[src/rtl/stmm_sched_if.sv]
// Bundle between stmm_sched and its environment: load/execute requests and
// completions in, fetch control, per-sub exec pulses and status out.
interface stmm_sched_if #(
   parameter int unsigned SUB_NUM = 4,
   parameter int unsigned ADDR_W  = 32
);
   localparam int unsigned IDX_W = (SUB_NUM > 1) ? $clog2(SUB_NUM) : 1;
   localparam int unsigned CNT_W = 32;

   logic [SUB_NUM-1:0]        fetch_req;
   logic [SUB_NUM*ADDR_W-1:0] fetch_addr_in;
   logic [SUB_NUM-1:0]        exec_req;
   logic                      fetch_start;
   logic [IDX_W-1:0]          fetch_sub_idx;
   logic [ADDR_W-1:0]         fetch_addr;
   logic                      fetch_done;
   logic [SUB_NUM-1:0]        exec;
   logic [SUB_NUM-1:0]        exec_done;
   logic [SUB_NUM-1:0]        sub_ready;
   logic                      fetch_busy;
   logic                      err;
   logic [SUB_NUM*CNT_W-1:0]  busy_cycles;

   modport master (
      output fetch_req, fetch_addr_in, exec_req, fetch_done, exec_done,
      input  fetch_start, fetch_sub_idx, fetch_addr, exec, sub_ready,
             fetch_busy, err, busy_cycles
   );

   modport slave (
      input  fetch_req, fetch_addr_in, exec_req, fetch_done, exec_done,
      output fetch_start, fetch_sub_idx, fetch_addr, exec, sub_ready,
             fetch_busy, err, busy_cycles
   );
endinterface

[src/rtl/stmm_sched.sv]
// Scheduler for SUB_NUM StMM sub-units: round-robin shared param fetch plus per-sub exec control.
// Define STMM_SCHED_PERF_CNT_EN to build the per-sub EXEC cycle counters on busy_cycles.
module stmm_sched #(
   parameter int unsigned SUB_NUM = 4,
   parameter int unsigned ADDR_W  = 32
) (
   input logic         clk,
   input logic         rst,
   stmm_sched_if.slave bus
);
   localparam int unsigned IDX_W = (SUB_NUM > 1) ? $clog2(SUB_NUM) : 1;
   localparam int unsigned CNT_W = 32;

   typedef enum logic [1:0] {ST_EMPTY, ST_LOADING, ST_READY, ST_EXEC} sub_st_t;

   sub_st_t            st        [SUB_NUM];
   sub_st_t            st_nxt    [SUB_NUM];
   logic [ADDR_W-1:0]  pend_addr [SUB_NUM];
   logic [ADDR_W-1:0]  req_addr  [SUB_NUM];
   logic [SUB_NUM-1:0] pending;
   logic [SUB_NUM-1:0] eligible;
   logic [SUB_NUM-1:0] gnt_vec;
   logic [SUB_NUM-1:0] acc_vec;
   logic [SUB_NUM-1:0] rej_vec;
   logic [SUB_NUM-1:0] done_vec;
   logic [IDX_W-1:0]   rr_ptr;
   logic [IDX_W-1:0]   grant_idx;
   logic [IDX_W-1:0]   cand;
   logic               grant;
   int unsigned        pos;

   // A same-cycle fetch_req counts as pending; a READY sub with exec_req defers its fetch to the exec.
   always_comb begin
      for (int i = 0; i < SUB_NUM; i++) begin
         req_addr[i] = bus.fetch_req[i] ? bus.fetch_addr_in[i*ADDR_W +: ADDR_W] : pend_addr[i];
         eligible[i] = (pending[i] | bus.fetch_req[i]) &&
                       ((st[i] == ST_EMPTY) || ((st[i] == ST_READY) && !bus.exec_req[i]));
      end
   end

   // Round-robin search starting at rr_ptr; only while the fetcher is idle.
   always_comb begin
      grant     = 1'b0;
      grant_idx = '0;
      pos       = 0;
      cand      = '0;
      for (int unsigned k = 0; k < SUB_NUM; k++) begin
         pos = 32'(rr_ptr) + k;
         if (pos >= SUB_NUM) pos = pos - SUB_NUM;
         cand = IDX_W'(pos);
         if (!grant && !bus.fetch_busy && eligible[cand]) begin
            grant     = 1'b1;
            grant_idx = cand;
         end
      end
   end

   always_comb begin
      for (int i = 0; i < SUB_NUM; i++) begin
         gnt_vec[i]  = grant && (grant_idx == IDX_W'(i));
         done_vec[i] = bus.fetch_done && bus.fetch_busy && (bus.fetch_sub_idx == IDX_W'(i));
         acc_vec[i]  = bus.exec_req[i] && (st[i] == ST_READY) && !gnt_vec[i];
         rej_vec[i]  = bus.exec_req[i] && !acc_vec[i];
         st_nxt[i]   = st[i];
         case (st[i])
            ST_EMPTY:   if (gnt_vec[i]) st_nxt[i] = ST_LOADING;
            ST_LOADING: if (done_vec[i]) st_nxt[i] = ST_READY;
            ST_READY: begin
               if (gnt_vec[i])      st_nxt[i] = ST_LOADING;
               else if (acc_vec[i]) st_nxt[i] = ST_EXEC;
            end
            ST_EXEC:    if (bus.exec_done[i]) st_nxt[i] = ST_READY;
            default:    st_nxt[i] = ST_EMPTY;
         endcase
      end
   end

   always_ff @(posedge clk) begin
      if (rst) begin
         pending           <= '0;
         rr_ptr            <= '0;
         bus.fetch_start   <= 1'b0;
         bus.fetch_sub_idx <= '0;
         bus.fetch_addr    <= '0;
         bus.fetch_busy    <= 1'b0;
         bus.exec          <= '0;
         bus.sub_ready     <= '0;
         bus.err           <= 1'b0;
         for (int i = 0; i < SUB_NUM; i++) begin
            st[i]        <= ST_EMPTY;
            pend_addr[i] <= '0;
         end
      end else begin
         bus.fetch_start <= grant;
         bus.exec        <= acc_vec;
         bus.err         <= |rej_vec;
         if (grant) begin
            bus.fetch_sub_idx <= grant_idx;
            bus.fetch_addr    <= req_addr[grant_idx];
            bus.fetch_busy    <= 1'b1;
            rr_ptr            <= (32'(grant_idx) + 32'd1 >= SUB_NUM) ? '0 : grant_idx + IDX_W'(1);
         end else if (done_vec != '0) begin
            bus.fetch_busy <= 1'b0;
         end
         for (int i = 0; i < SUB_NUM; i++) begin
            st[i]            <= st_nxt[i];
            bus.sub_ready[i] <= (st_nxt[i] == ST_READY);
            if (bus.fetch_req[i]) pend_addr[i] <= bus.fetch_addr_in[i*ADDR_W +: ADDR_W];
            if (gnt_vec[i])            pending[i] <= 1'b0;
            else if (bus.fetch_req[i]) pending[i] <= 1'b1;
         end
      end
   end

`ifdef STMM_SCHED_PERF_CNT_EN
   logic [CNT_W-1:0] cnt [SUB_NUM];

   // Saturating count of cycles spent in EXEC.
   always_ff @(posedge clk) begin
      for (int i = 0; i < SUB_NUM; i++) begin
         if (rst)                                   cnt[i] <= '0;
         else if ((st[i] == ST_EXEC) && (cnt[i] != '1)) cnt[i] <= cnt[i] + CNT_W'(1);
      end
   end

   for (genvar g = 0; g < SUB_NUM; g++) begin : g_cnt
      assign bus.busy_cycles[g*CNT_W +: CNT_W] = cnt[g];
   end
`else
   assign bus.busy_cycles = '0;
`endif
endmodule
[src/flat_wrapper.sv]
// flat-port wrapper written by rule: the top's interface ports become plain ports
module stmm_sched_flat 
#(
   parameter int unsigned SUB_NUM = 4,
   parameter int unsigned ADDR_W  = 32
)
  (clk, rst, bus_fetch_req, bus_fetch_addr_in, bus_exec_req, bus_fetch_done, bus_exec_done, bus_fetch_start, bus_fetch_sub_idx, bus_fetch_addr, bus_exec, bus_sub_ready, bus_fetch_busy, bus_err, bus_busy_cycles);
  stmm_sched_if #(.SUB_NUM(SUB_NUM), .ADDR_W(ADDR_W)) bus_i ();
  input logic clk;
  input logic rst;
  input wire logic [$bits(bus_i.fetch_req)-1:0] bus_fetch_req;
  input wire logic [$bits(bus_i.fetch_addr_in)-1:0] bus_fetch_addr_in;
  input wire logic [$bits(bus_i.exec_req)-1:0] bus_exec_req;
  input wire logic [$bits(bus_i.fetch_done)-1:0] bus_fetch_done;
  input wire logic [$bits(bus_i.exec_done)-1:0] bus_exec_done;
  output wire logic [$bits(bus_i.fetch_start)-1:0] bus_fetch_start;
  output wire logic [$bits(bus_i.fetch_sub_idx)-1:0] bus_fetch_sub_idx;
  output wire logic [$bits(bus_i.fetch_addr)-1:0] bus_fetch_addr;
  output wire logic [$bits(bus_i.exec)-1:0] bus_exec;
  output wire logic [$bits(bus_i.sub_ready)-1:0] bus_sub_ready;
  output wire logic [$bits(bus_i.fetch_busy)-1:0] bus_fetch_busy;
  output wire logic [$bits(bus_i.err)-1:0] bus_err;
  output wire logic [$bits(bus_i.busy_cycles)-1:0] bus_busy_cycles;
  assign bus_i.fetch_req = bus_fetch_req;
  assign bus_i.fetch_addr_in = bus_fetch_addr_in;
  assign bus_i.exec_req = bus_exec_req;
  assign bus_i.fetch_done = bus_fetch_done;
  assign bus_i.exec_done = bus_exec_done;
  assign bus_fetch_start = bus_i.fetch_start;
  assign bus_fetch_sub_idx = bus_i.fetch_sub_idx;
  assign bus_fetch_addr = bus_i.fetch_addr;
  assign bus_exec = bus_i.exec;
  assign bus_sub_ready = bus_i.sub_ready;
  assign bus_fetch_busy = bus_i.fetch_busy;
  assign bus_err = bus_i.err;
  assign bus_busy_cycles = bus_i.busy_cycles;
  stmm_sched #(.SUB_NUM(SUB_NUM), .ADDR_W(ADDR_W)) u_core (.clk(clk), .rst(rst), .bus(bus_i));
endmodule
[config.mk]
export PLATFORM = sky130hd
export DESIGN_NAME = stmm_sched_flat
export DESIGN_NICKNAME = d
export VERILOG_FILES = /design/src/rtl/stmm_sched_if.sv /design/src/rtl/stmm_sched.sv /design/src/flat_wrapper.sv
export SDC_FILE = /design/constraint.sdc
export NUM_CORES = 1
export LEC_CHECK = 0
export ABC_AREA = 1
export ABC_CLOCK_PERIOD_IN_PS = 4950
export CAP_MARGIN = 40
export CORE_MARGIN = 2
export CORE_UTILIZATION = 52
export DETAILED_ROUTE_END_ITERATION = 7
export PLACE_DENSITY = 0.87
export SLEW_MARGIN = 20
export SYNTH_ARGS = -nofsm -noshare
export SYNTH_HDL_FRONTEND = slang
export SYNTH_SLANG_ARGS = --single-unit
[constraint.sdc]
create_clock -name clk -period 4.95 [get_ports clk]
set_clock_uncertainty 0.1 [all_clocks]
set_input_delay 1.2375 -clock clk [delete_from_list [all_inputs] [get_ports clk]]
set_output_delay 1.2375 -clock clk [all_outputs]
set_load 0.02 [all_outputs]
---- Yosys cells after proc, flatten, opt, wreduce, memory -nomap -nowiden ----
Memories as Yosys holds them, arrays and structs flattened.
Cells that the tools add are included.
storage, ports and cells
  register bits ........................... 51
  bits in writable memories ............... 136
  input bits .............................. 143
  output and inout port bits .............. 173
  logic and storage cells ................. 214
  memories kept ........................... 2
memories
  name              depth  width  rd ports  clocked after memory_dff  wr ports  line              source
  u_core.pend_addr  4      32     4         0                         4         stmm_sched.sv:18  logic [ADDR_W-1:0] pend_addr [SUB_NUM];
  u_core.st         4      2      4         0                         4         stmm_sched.sv:16  sub_st_t st [SUB_NUM];
operators by class
  add/subtract/negate cells ............... 9
  order comparisons ....................... 10
  equal/unequal tests ..................... 22
  mux-type cells .......................... 77
  bitwise logic cells ..................... 13
  reductions and logical operators ........ 69
operators with widths
  cell                                                                    count
  32-bit 2-to-1 mux                                                       10
  2-bit 2-to-1 mux                                                        33
  32-bit binary-select mux with 2-bit select                              1
  1-bit logical AND                                                       36
  2-bit equality test, second input constant                              16
  32-bit by 3-bit >= comparator with 1-bit output, second input constant  1
  2-bit one-hot mux with 4 select lines                                   4
  1-bit 2-to-1 mux                                                        25
  1-bit zero test                                                         16
  2-bit by 1-bit equality test with 1-bit output, second input constant   6
  3-bit >= comparator, second input constant                              4
  2-bit zero test                                                         6
  2-bit by 3-bit < comparator with 1-bit output, second input constant    4
  1-bit bitwise OR                                                        12
  1-bit binary-select mux with 2-bit select                               4
  2-bit OR reduction                                                      4
  2-bit by 1-bit subtractor with 2-bit output, second input constant      4
  2-bit by 1-bit adder with 3-bit output, second input constant           2
  2-bit by 2-bit adder with 3-bit output, second input constant           2
  1-bit logical OR                                                        4
  4-bit nonzero test                                                      1
  4-bit OR reduction                                                      1
  2-bit by 3-bit >= comparator with 1-bit output, second input constant   1
  2-bit inverter with 3-bit output                                        1
  other kinds (2)                                                         2

---- Depth between registers and ports, before layout ----
Gate-level depths: netlist of the first run.
An unclocked memory read counts as a cell.
  depth in word-level cells ............... 29
  mapped depth ............................ 20
  gate-level depth less buffers ........... 19

---- Worst setup path before layout of the first run ----
Ideal clock, no wire load.
  path kind ............................... in2reg
  from .................................... input bus_fetch_req[1]
  to ...................................... register u_core.bus.err
  setup time .............................. 0.128 ns
  data arrival time ....................... 3.026 ns
  data required time ...................... 4.722 ns
  setup slack ............................. 1.697 ns
  stages .................................. 20
  cell sequence ........................... buf_2 > inv_2 > nand2_1 > nand4_1 > nand3_1 > nand2_1 > nand2_1 > nor2_1 > nor2_1 > o21ai_2 > nand2_1 > buf_2 > inv_1 > ha_1 > nand2_1 > nand2_1 > nand2_1 > nand2_1 > nor2_1 > nor2_1
on the way
  cells in the longest elaborated chain, start to end .. 25
  elaborated cells on any way between the ends .. 53
  classes of those cells .................. eq/ne: 3; mux: 16; bitwise: 1; reduce/logical: 33
RTL lines
  what                                                                    line                 source
  start, declared                                                         flat_wrapper.sv:11   input wire logic [$bits(bus_i.fetch_req)-1:0] bus_fetch_req;
  1-bit bitwise OR (*)                                                    stmm_sched.sv:36     eligible[i] = (pending[i] | bus.fetch_req[i]) &&
  1-bit logical AND (*)                                                   stmm_sched.sv:36
  1-bit binary-select mux with 2-bit select                               stmm_sched.sv:51     if (!grant && !bus.fetch_busy && eligible[cand]) begin
  1-bit 2-to-1 mux (implied by the code)                                  stmm_sched.sv:51
  1-bit logical AND                                                       stmm_sched.sv:51
  1-bit 2-to-1 mux                                                        stmm_sched.sv:51
  1-bit zero test                                                         stmm_sched.sv:51
  1-bit logical AND (2 in a row)                                          stmm_sched.sv:51
  [... 9 more ...]                                                        --
  net u_core.grant_idx[0]                                                 stmm_sched.sv:27     logic [IDX_W-1:0] grant_idx;
  2-bit by 1-bit equality test with 1-bit output (tied with other cells)  stmm_sched.sv:60     gnt_vec[i] = grant && (grant_idx == IDX_W'(i));
  1-bit logical AND                                                       stmm_sched.sv:60
  1-bit zero test                                                         stmm_sched.sv:62     acc_vec[i] = bus.exec_req[i] && (st[i] == ST_READY) && !gnt_vec[i];
  1-bit logical AND                                                       stmm_sched.sv:62
  1-bit zero test                                                         stmm_sched.sv:63     rej_vec[i] = bus.exec_req[i] && !acc_vec[i];
  1-bit logical AND                                                       stmm_sched.sv:63
  4-bit OR reduction (*)                                                  stmm_sched.sv:96     bus.err <= |rej_vec;
  end signal, assigned                                                    stmm_sched.sv:96
  end, declared                                                           stmm_sched_if.sv:33  fetch_busy, err, busy_cycles
Mark *: on every way through the listed nets, which the timed path passes. The rest lies on a longest branch. The select of a mux whose other input is x is not followed.
A chain may end at the register's enable or synchronous reset.

---- Worst setup path after layout of the first run ----
  from .................................... input bus_fetch_req[1]
  to ...................................... register u_core.bus.err
on the way
  cells in the longest elaborated chain, start to end .. 25
  elaborated cells on any way between the ends .. 53
  classes of those cells .................. eq/ne: 3; mux: 16; bitwise: 1; reduce/logical: 33
RTL lines
  what                                                                    line
  1-bit bitwise OR (*)                                                    stmm_sched.sv:36
  1-bit logical AND (*)                                                   stmm_sched.sv:36
  1-bit binary-select mux with 2-bit select                               stmm_sched.sv:51
  1-bit 2-to-1 mux (implied by the code)                                  stmm_sched.sv:51
  1-bit logical AND                                                       stmm_sched.sv:51
  1-bit 2-to-1 mux                                                        stmm_sched.sv:51
  1-bit zero test                                                         stmm_sched.sv:51
  1-bit logical AND (2 in a row)                                          stmm_sched.sv:51
  [... 8 more ...]                                                        --
  2-bit 2-to-1 mux                                                        stmm_sched.sv:51
  2-bit by 1-bit equality test with 1-bit output (tied with other cells)  stmm_sched.sv:60
  1-bit logical AND                                                       stmm_sched.sv:60
  1-bit zero test                                                         stmm_sched.sv:62
  1-bit logical AND                                                       stmm_sched.sv:62
  1-bit zero test                                                         stmm_sched.sv:63
  1-bit logical AND                                                       stmm_sched.sv:63
  4-bit OR reduction (*)                                                  stmm_sched.sv:96
Mark *: on every way between the ends. The rest lies on a longest branch, timed or not. The select of a mux whose other input is x is not followed.

==> impl_metrics.ini, run 1 <==
[logic_synthesis]
synthMuxAreaShare_pct = 0
synth_cell_type_count = 29
synth_seq_cells = 187
synthAdderAreaFrac_pct = 0.475
ys_warn_count = 0
synth-main-ff-cell = edfxtp_1
synth_cells = 1290
synth_compound_area_share_pct = 11.4
synth_edf_count = 128
synthSimpleGateAreaFrac_pct = 25.8
synthArstFlopShare_pct = 0
synth_area_mm2 = 0.0105
ys_seq_area_share_pct = 47.6
synth_top_family_by_area = simple AND/OR/NAND/NOR gates
synth-xor-area-share_pct = 0.154
syn_avg_cell_area_um2 = 8.18

[sta]
hold_viol = 0
worst_pin_slew_ns = 0.621
period_needed_ns = 3.97
post-route-period-util_pct = 80.3
whs_ns = 0.440
rsz0062_at_grt = no
timing.fmax_mhz = 252
setup-tns-final_ns = 0
slew_headroom_pct = 58.5
setup_viol = 0
maxSlewViolCount = 0

[critical_path]
path_max_fanout = 36
path_cells = clkdlybuf4s50_1 > inv_2 > nand2_1 > nand4_1 > nand3_1 > nand2_1 > nand3_2 > nor2_2 > nand2_1 > o21ai_2 > nand2_4 > clkinv_4 > ha_1 > nand2_1 > nand2_1 > nand2_1 > nand2_1 > nor2_1 > nor2_1
cp_slowest_cell = clkdlybuf4s50_1
arrival_ns = 4.19
cp_num_buf_inv = 3
worstSetupStartpointType = input pin
rr_startpoint = u_core.rr_ptr[0]$_SDFFE_PP0N_
crit_path_end_kind = register
reg2reg_to = u_core.bus.err$_SDFF_PP0_
critical_path_class = in2reg
cp_common_cell = nand2_1
rr_worst_depth = 16
critPathMaxStageDelay_ns = 0.57
critPathRequiredTime_ns = 5.16
crit_cells = 19
cpLargestDelayFamily = simple AND/OR/NAND/NOR gates
r2r_setup_slack_ns = 1.74

[worst_hold_path]
worst_hold_path_type = reg2reg
hold_depth = 2
hold_start = u_core.bus.fetch_sub_idx[0]$_SDFFE_PP0N_
whs_endpoint = u_core.bus.fetch_sub_idx[0]$_SDFFE_PP0N_

[clock_tree]
numClockSinks = 187
clk_path_buf_depth = 2
cts_resized = 0
cts_made_buffers = 17
cts_tree = done
htree_num_levels = 4
cts_setup_buffers = 0
clkTransAtPathRegs_ns = 0.07
hold_buffers = 0
cts_root_buf = clkbuf_16
clk-insertion-delay-late_ns = 0.44

[route]
first_pass_iters = 6
drc = 0
first_iter_violations = 927
vias = 9240
ant_nets = 0
vias_per_cell = 5.39
drt-wirelength-per-cell_um = 16.6
wl_um = 28500

[finish]
final_cell_mix = 345 x nand2_1, 186 x clkdlybuf4s50_1, 155 x nor2_1
diodes = 0
drive_gt1_share_pct = 4.57
nNetsFinal = 1577
syn_to_final_growth_pct = 20.1
layout_commonest_cell = nand2_1
num-fill-cells = 1712

[power]
powerDensity_mw_per_mm2 = 573
power_frac_seq_pct = 28.6
clockPowerShare_pct = 18.1
switching_share_pct = 46.6
leakagePower_nw = 5.56
netSwitchingPower_mw = 3.39
ir_worst_vdd_mv = 0.429
internal-power_mw = 3.87
comb_power_share_pct = 53.4

[global_route]
grt_util_all_layers_pct = 26.4
antenna_found_initial = 1
grt_pass1_wl_um = 44600
grt_pass1_vias = 8793
use_met2_pct = 45.4
grt_overflow = 0
use_met1_pct = 33.3
gr-max-usage-layer = met2
grt_max_degree = 99
use_met3_pct = 4.81

[floorplan]
ioPinCount = 316
dieWidth_um = 146
die_area_mm2 = 0.0214
core_area_mm2 = 0.0200
chipHeight_um = 146
rows = 52
start_util_pct = 52.6

[placed_design]
gp_congestion = 0.940
hpwlAfterDp_um = 20000
portBuffers = 187

[run_status]
status = complete, no violations

[flow_run]
drv_cap = 0
synth_stat cells (2+ instances only):
master | instances | share of area, %
edfxtp_1 | 128 | 36
o31ai_1 | 2 | 0.14
buf_2 | 30 | 1.4
nand3_1 | 106 | 5.0
a21boi_0 | 96 | 6.8
a21oi_1 | 39 | 1.9
nand2_1 | 346 | 12
inv_1 | 34 | 1.2
buf_4 | 135 | 9.6
nand3_2 | 2 | 0.19
buf_6 | 3 | 0.32
nor2_1 | 155 | 5.5
inv_2 | 3 | 0.11
nand4_1 | 43 | 2.6
clkbuf_1 | 47 | 1.7
o21ai_2 | 2 | 0.17
o21ai_0 | 44 | 2.1
a31oi_1 | 3 | 0.18
dfxtp_1 | 59 | 11
ha_1 | 4 | 0.47
cells by family (layout without fill, tap and decap cells):
group | after synthesis | in the layout
AO/OA/AOI/OAI | 188 | 188
XOR/XNOR | 1 | 1
adder cells (fa/ha/maj) | 4 | 4
buffers and inverters | 254 | 280
flip-flops | 187 | 187
other | 1 | 128
AND/OR/NAND/NOR | 655 | 655
per-stage QoR:
step	instances	util [%]	worst slack [ns]	power (mW)	area, µm²
finish	1713	63.2	0.975	7.26	12700
global route	1713	63.2	0.613	7.74	12700
CTS	1713	63.2	0.989	7.24	12700
detailed placement	1681	60.5	0.554	5.92	12100
global placement	1679	60.2	0.597	5.84	12100
floorplan	1417	-	1.70	4.88	11000
per-layer routing:
layer / routed length, µm / share of wire, %
met1: 10900 / 38
met3: 2350 / 8.2
met2: 14300 / 50
met5: 0 / 0
met4: 976 / 3.4
power by group through the flow:
stage / Combinational (mW) / Sequential (mW) / Clock [mW]
final: 3.87 / 2.07 / 1.31
after global routing: 4.28 / 2.09 / 1.37
after CTS: 3.86 / 2.07 / 1.31
after detailed placement: 3.82 / 2.10 / 0
after global placement: 3.75 / 2.09 / 0
after floorplan: 2.71 / 2.17 / 0
cell type report:
class,instances,area (µm²),area share [%]
sequential,187,5020,39.7
multi-input combinational,976,4500,35.5
timing repair buffer,209,2100,16.6
clock buffer,23,493,3.89
tap,270,338,2.67
inverter,39,151,1.19
clock inverter,9,61.3,0.484
state kept, by name, summed over array words and instances, names as in the netlist:
name	count
u_core.bus.fetch_sub_idx	2
u_core.pending	4
u_core.bus.fetch_busy	1
u_core.st	8
u_core.pend_addr	128
u_core.bus.fetch_start	1
u_core.rr_ptr	2
u_core.bus.sub_ready	4
u_core.bus.fetch_addr	32
u_core.bus.exec	4
u_core.bus.err	1
tightest hold or removal path: stages (launching register included):
cell     delay [ns]
dfxtp_1        0.36
nand2_1        0.09
a21oi_1        0.05
worst max-delay path by stage:
| stage | slack (ns) | start | endpoint |
|---|---|---|---|
| 6_report | 0.98 | bus_fetch_req[1] | u_core.bus.err$_SDFF_PP0_ |
| 5_1_grt | 0.61 | bus_fetch_req[0] | u_core.bus.err$_SDFF_PP0_ |
| 4_1_cts | 0.99 | bus_fetch_req[1] | u_core.bus.err$_SDFF_PP0_ |
| 3_5_place_dp | 0.55 | bus_fetch_req[1] | u_core.bus.err$_SDFF_PP0_ |
| 3_3_place_gp | 0.60 | bus_fetch_req[1] | u_core.bus.err$_SDFF_PP0_ |
| 2_1_floorplan | 1.70 | bus_fetch_req[1] | u_core.bus.err$_SDFF_PP0_ |
Power figures use the tool's default switching activity.
==> run 2: changes to the inputs <==
- ABC_CLOCK_PERIOD_IN_PS: 4950 -> 3400
- CORE_UTILIZATION: 52 -> 43
- PLACE_DENSITY: 0.87 -> 0.77
- clock period: 4.95 -> 3.4 ns (I/O delays scaled with it)
==> impl_metrics.ini, run 2 (synthesized netlist as in run 1, its figures left out) <==
[run_status]
status = complete, no violations

[clock_tree]
hold_buffers = 0
htree_num_levels = 4
clk-insertion-delay-late_ns = 0.44
cts_tree = done
cts_made_buffers = 17
clkTransAtPathRegs_ns = 0.07
clk_path_buf_depth = 2
cts_root_buf = clkbuf_16
numClockSinks = 187
cts_setup_buffers = 0
cts_resized = 0

[finish]
largest_register_ffs = 128
final_cell_mix = 345 x nand2_1, 186 x clkdlybuf4s50_1, 155 x nor2_1
top_register = u_core.pend_addr
diodes = 0
nNetsFinal = 1590
top_regs = u_core.pend_addr (128), u_core.bus.fetch_addr (32), u_core.st (8)
layout_commonest_cell = nand2_1
num-fill-cells = 2285
syn_to_final_growth_pct = 21.6
drive_gt1_share_pct = 5.43

[sta]
rsz0062_at_grt = no
period_needed_ns = 3.03
whs_ns = 0.426
post-route-period-util_pct = 89.0
slew_headroom_pct = 54.3
worst_pin_slew_ns = 0.686
hold_viol = 0
setup_viol = 0
timing.final.ws_setup_ns = 0.373
setup-tns-final_ns = 0
timing.fmax_mhz = 330
maxSlewViolCount = 0

[global_route]
grt_pass1_wl_um = 43900
grt_util_all_layers_pct = 21.7
grt_overflow = 0
antenna_found_initial = 0
grt_max_degree = 144
grt_pass1_vias = 8391

[power]
switching_share_pct = 46.3
comb_power_share_pct = 54.6
clockPowerShare_pct = 17.5
power_frac_seq_pct = 28.0
netSwitchingPower_mw = 5.00
powerDensity_mw_per_mm2 = 843
internal-power_mw = 5.81
ir_worst_vdd_mv = 0.687
leakagePower_nw = 5.61

[placed_design]
portBuffers = 187
gp_congestion = 0.898
place_ws_ns = -0.0752
hpwlAfterDp_um = 20400

[floorplan]
core_area_mm2 = 0.0242
dieWidth_um = 161
die_area_mm2 = 0.0258
rows = 57
start_util_pct = 43.6
ioPinCount = 316
chipHeight_um = 161

[critical_path]
worstSetupStartpointType = input pin
arrival_ns = 3.30
cp_num_buf_inv = 3
cp_common_cell = nand2_1
cp_slowest_cell = clkdlybuf4s50_1
crit_path_end_kind = register
path_max_fanout = 6
path_cells = clkdlybuf4s50_1 > inv_2 > nand2_1 > nand4_1 > nand3_1 > nand2_1 > nand3_2 > nor2_2 > nand2_1 > o21ai_2 > nand2_4 > clkinv_4 > ha_1 > nand2_1 > o21ai_0 > o31ai_1 > nor2_1
critPathRequiredTime_ns = 3.67
cpLargestDelayFamily = simple AND/OR/NAND/NOR gates
critical_path_class = in2reg
critPathMaxStageDelay_ns = 0.52

[route]
vias_per_cell = 5.11
drc = 0
first_iter_violations = 882
first_pass_iters = 5
drt-wirelength-per-cell_um = 15.9
ant_nets = 0
vias = 9103
wl_um = 28400

[worst_hold_path]
worst_hold_path_type = reg2reg

[flow_run]
drv_cap = 0
run 2: changes by cell type in the layout (fill, tap and decap cells not counted), sizes merged:
cell      change
buf          +13
clkbuf        -3
clkinv        +1
clkinvlp      +1
inv           +1
run 2: worst paths after layout:
path / start / endpoint / slack [ns] / cells after the start
setup reg to reg: u_core.rr_ptr[0]$_SDFFE_PP0N_ / u_core.st[0][0]$_SDFF_PP0_ / 0.72 / 15
hold reg to reg: u_core.pending[0]$_SDFFE_PP0P_ / u_core.pending[0]$_SDFFE_PP0P_ / 0.43 / 2
setup / recovery: bus_fetch_req[2] / u_core.st[0][0]$_SDFF_PP0_ / 0.37 / 17
hold / removal: u_core.pending[0]$_SDFFE_PP0P_ / u_core.pending[0]$_SDFFE_PP0P_ / 0.43 / 2
run 2: power by group through the flow:
stage / combinational, mW / sequential [mW] / clock [mW]
global route: 6.54 / 3.05 / 2.00
CTS: 5.92 / 3.01 / 1.91
finish: 5.90 / 3.02 / 1.89
global placement: 5.79 / 3.05 / 0
detailed placement: 5.89 / 3.06 / 0
floorplan: 3.94 / 3.16 / 0
run 2: metrics by stage:
step                      instance area, µm²  util (%)  total power, mW  instances
after floorplan                        11000         -             7.10       1417
after global placement                 12300      50.7             8.84       1748
after detailed placement               12300      50.7             8.95       1748
after CTS                              12800      53.0             10.8       1780
after global routing                   12800      53.0             11.6       1780
final                                  12800      53.0             10.8       1780
run 2: cell type report:
class	instances	area (µm²)	area share, %
clock buffers	20	468	3.65
clock inverters	12	86.3	0.673
inverters	39	151	1.18
multi-input cells	976	4500	35.1
flip-flops and latches	187	5020	39.2
well taps	324	405	3.16
repair buffers	222	2180	17.0
run 2: per-layer routing:
| metal | vias up | share of wire [%] | GRT usage [%] |
|---|---|---|---|
| li1 | 4354 | - | - |
| met1 | 4245 | 40 | 27.8 |
| met2 | 469 | 50 | 37.9 |
| met3 | 35 | 8.6 | 3.98 |
| met4 | 0 | 1.6 | 5.53 |
| met5 | - | 0 | 0 |
run 2: worst register-to-register path, delay by kind of cell (launching register included):
family | cells | cell delay (ns)
AOI/OAI and AO/OA | 3 | 0.52
and+or+nand+nor | 9 | 1.07
DFF | 1 | 0.57
buffers and inverters | 2 | 0.24
adders and majority gates | 1 | 0.13
==> run 3: changes to the inputs <==
- CORE_ASPECT_RATIO: unset -> 1.2
==> impl_metrics.ini, run 3 (synthesized netlist as in run 1, its figures left out) <==
[run_status]
status = complete, no violations

[finish]
top_register = u_core.pend_addr
largest_register_ffs = 128
final_cells = 1779
top_regs = u_core.pend_addr (128), u_core.bus.fetch_addr (32), u_core.st (8)
num-fill-cells = 2239
layout_commonest_cell = nand2_1
final_cell_mix = 345 x nand2_1, 186 x clkdlybuf4s50_1, 155 x nor2_1
nNetsFinal = 1593
layout.area.seq_mm2 = 0.00502
design_area_mm2 = 0.0129
diodes = 0
fin_util_pct = 53.5
drive_gt1_share_pct = 5.76
syn_to_final_growth_pct = 22.0
multiInputGateArea_mm2 = 0.00450

[critical_path]
r2r_setup_slack_ns = 0.80
rr_startpoint = u_core.rr_ptr[0]$_SDFFE_PP0N_
reg2reg_to = u_core.bus.fetch_addr[20]$_SDFFE_PP0N_
critPathRequiredTime_ns = 3.66
cpLargestDelayFamily = simple AND/OR/NAND/NOR gates
path_cells = clkdlybuf4s50_1 > nand2_1 > nand2_1 > nor2_1 > nand2_1 > nand3_1 > nand2_1 > nand2_1 > nor2_1 > buf_4 > nor2_1 > nand3_4 > buf_12 > nand4_1 > nand2_1 > a21oi_1
critical_path_class = in2reg
cp_slowest_cell = clkdlybuf4s50_1
crit_path_end_kind = register
worstSetupStartpointType = input pin
arrival_ns = 3.29
path_max_fanout = 84
cp_common_cell = nand2_1
cp_num_buf_inv = 3
rr_worst_depth = 13
critPathMaxStageDelay_ns = 0.42

[floorplan]
chipHeight_um = 176
die_area_mm2 = 0.0258
dieWidth_um = 147
rows = 62
core_area_mm2 = 0.0240
start_util_pct = 43.9
ioPinCount = 316

[clock_tree]
htree_num_levels = 4
cts_made_buffers = 17
clk_path_buf_depth = 2
clk-insertion-delay-late_ns = 0.44
numClockSinks = 187
cts_root_buf = clkbuf_16
cts_setup_buffers = 0
cts_resized = 0
cts_tree = done
clkTransAtPathRegs_ns = 0.08
hold_buffers = 0

[placed_design]
placed_cells = 1747
gp_congestion = 0.908
dpl_cell_area_mm2 = 0.0123
hpwlAfterDp_um = 20800
portBuffers = 187

[route]
first_iter_violations = 812
first_pass_iters = 5
vias = 9202
drt-wirelength-per-cell_um = 16.2
vias_per_cell = 5.17
drc = 0
wl_um = 28900
ant_nets = 0

[power]
powerDensity_mw_per_mm2 = 846
ir_worst_vdd_mv = 0.797
leakagePower_nw = 5.63
total_power_mw = 10.9

[global_route]
grt_pass1_wl_um = 45100
grt_pass1_vias = 8535
grt_overflow = 0
grt_max_degree = 144
grt_util_all_layers_pct = 22.0
antenna_found_initial = 0

[worst_hold_path]
worst_hold_path_type = reg2reg
hold_depth = 2
whs_endpoint = u_core.pending[0]$_SDFFE_PP0P_
hold_start = u_core.pending[0]$_SDFFE_PP0P_

[flow_run]
drv_cap = 0

[sta]
hold_viol = 0
setup_viol = 0
rsz0062_at_grt = no
period_needed_ns = 3.03
slew_headroom_pct = 52.8
post-route-period-util_pct = 89.1
maxSlewViolCount = 0
timing.fmax_mhz = 330
worst_pin_slew_ns = 0.708
[run 3: through the flow]
stage,TNS [ns],setup slack [ns],hold slack [ns]
after detailed placement,-0.00802,-0.00802,0.432
after CTS,0,0.397,0.443
final,0,0.369,0.437
after global routing,0,0.0444,0.474
after floorplan,0,0.534,0.400
after global placement,0,0.0615,0.430
[run 3: report_power, final]
part | internal (mW) | leakage [nW] | total [mW] | switching, mW
registers | 2.80 | 1.86 | 3.01 | 0.204
clock network | 1.04 | 0.276 | 1.99 | 0.953
logic | 2.01 | 3.50 | 5.89 | 3.87
[run 3: worst reg2reg max path, stage by stage (launching register included)]
cell and delay [ns]:
dfxtp_1 0.53, inv_1 0.15, nand4_1 0.15, nand3_1 0.08
nand2_1 0.18, nand3_2 0.15, nor2_2 0.14, nand2_1 0.09
o21ai_2 0.09, nand2_4 0.09, clkinv_4 0.06, buf_4 0.34
nand3_1 0.20, a21oi_1 0.17
[run 3: how the worst max path moves through the flow]
stage / depth (start not counted) / end / start
2_1_floorplan: 20 / u_core.bus.err$_SDFF_PP0_ / bus_fetch_req[1]
3_3_place_gp: 19 / u_core.bus.err$_SDFF_PP0_ / bus_fetch_req[3]
3_5_place_dp: 20 / u_core.bus.err$_SDFF_PP0_ / bus_exec_req[0]
4_1_cts: 16 / u_core.bus.fetch_addr[11]$_SDFFE_PP0N_ / bus_exec_req[0]
5_1_grt: 17 / u_core.bus.fetch_addr[11]$_SDFFE_PP0N_ / bus_exec_req[0]
6_report: 16 / u_core.bus.fetch_addr[11]$_SDFFE_PP0N_ / bus_exec_req[0]
[run 3: final cells by class]
class / count / area share [%]
Timing Repair Buffer: 225 / 17.1
Inverter: 39 / 1.18
Clock inverter: 15 / 1.23
Tap cell: 320 / 3.11
Clock buffer: 17 / 3.31
Multi-Input combinational cell: 976 / 35.0
Sequential cell: 187 / 39.1
[run 3: layer usage]
| metal | vias to the layer above | GRT usage, % | share of wire [%] |
|---|---|---|---|
| met5 | - | 0 | 0 |
| met4 | 0 | 9.38 | 3.4 |
| met3 | 58 | 3.01 | 7.1 |
| met2 | 502 | 36.7 | 48 |
| met1 | 4284 | 29.0 | 41 |
| li1 | 4358 | - | - |
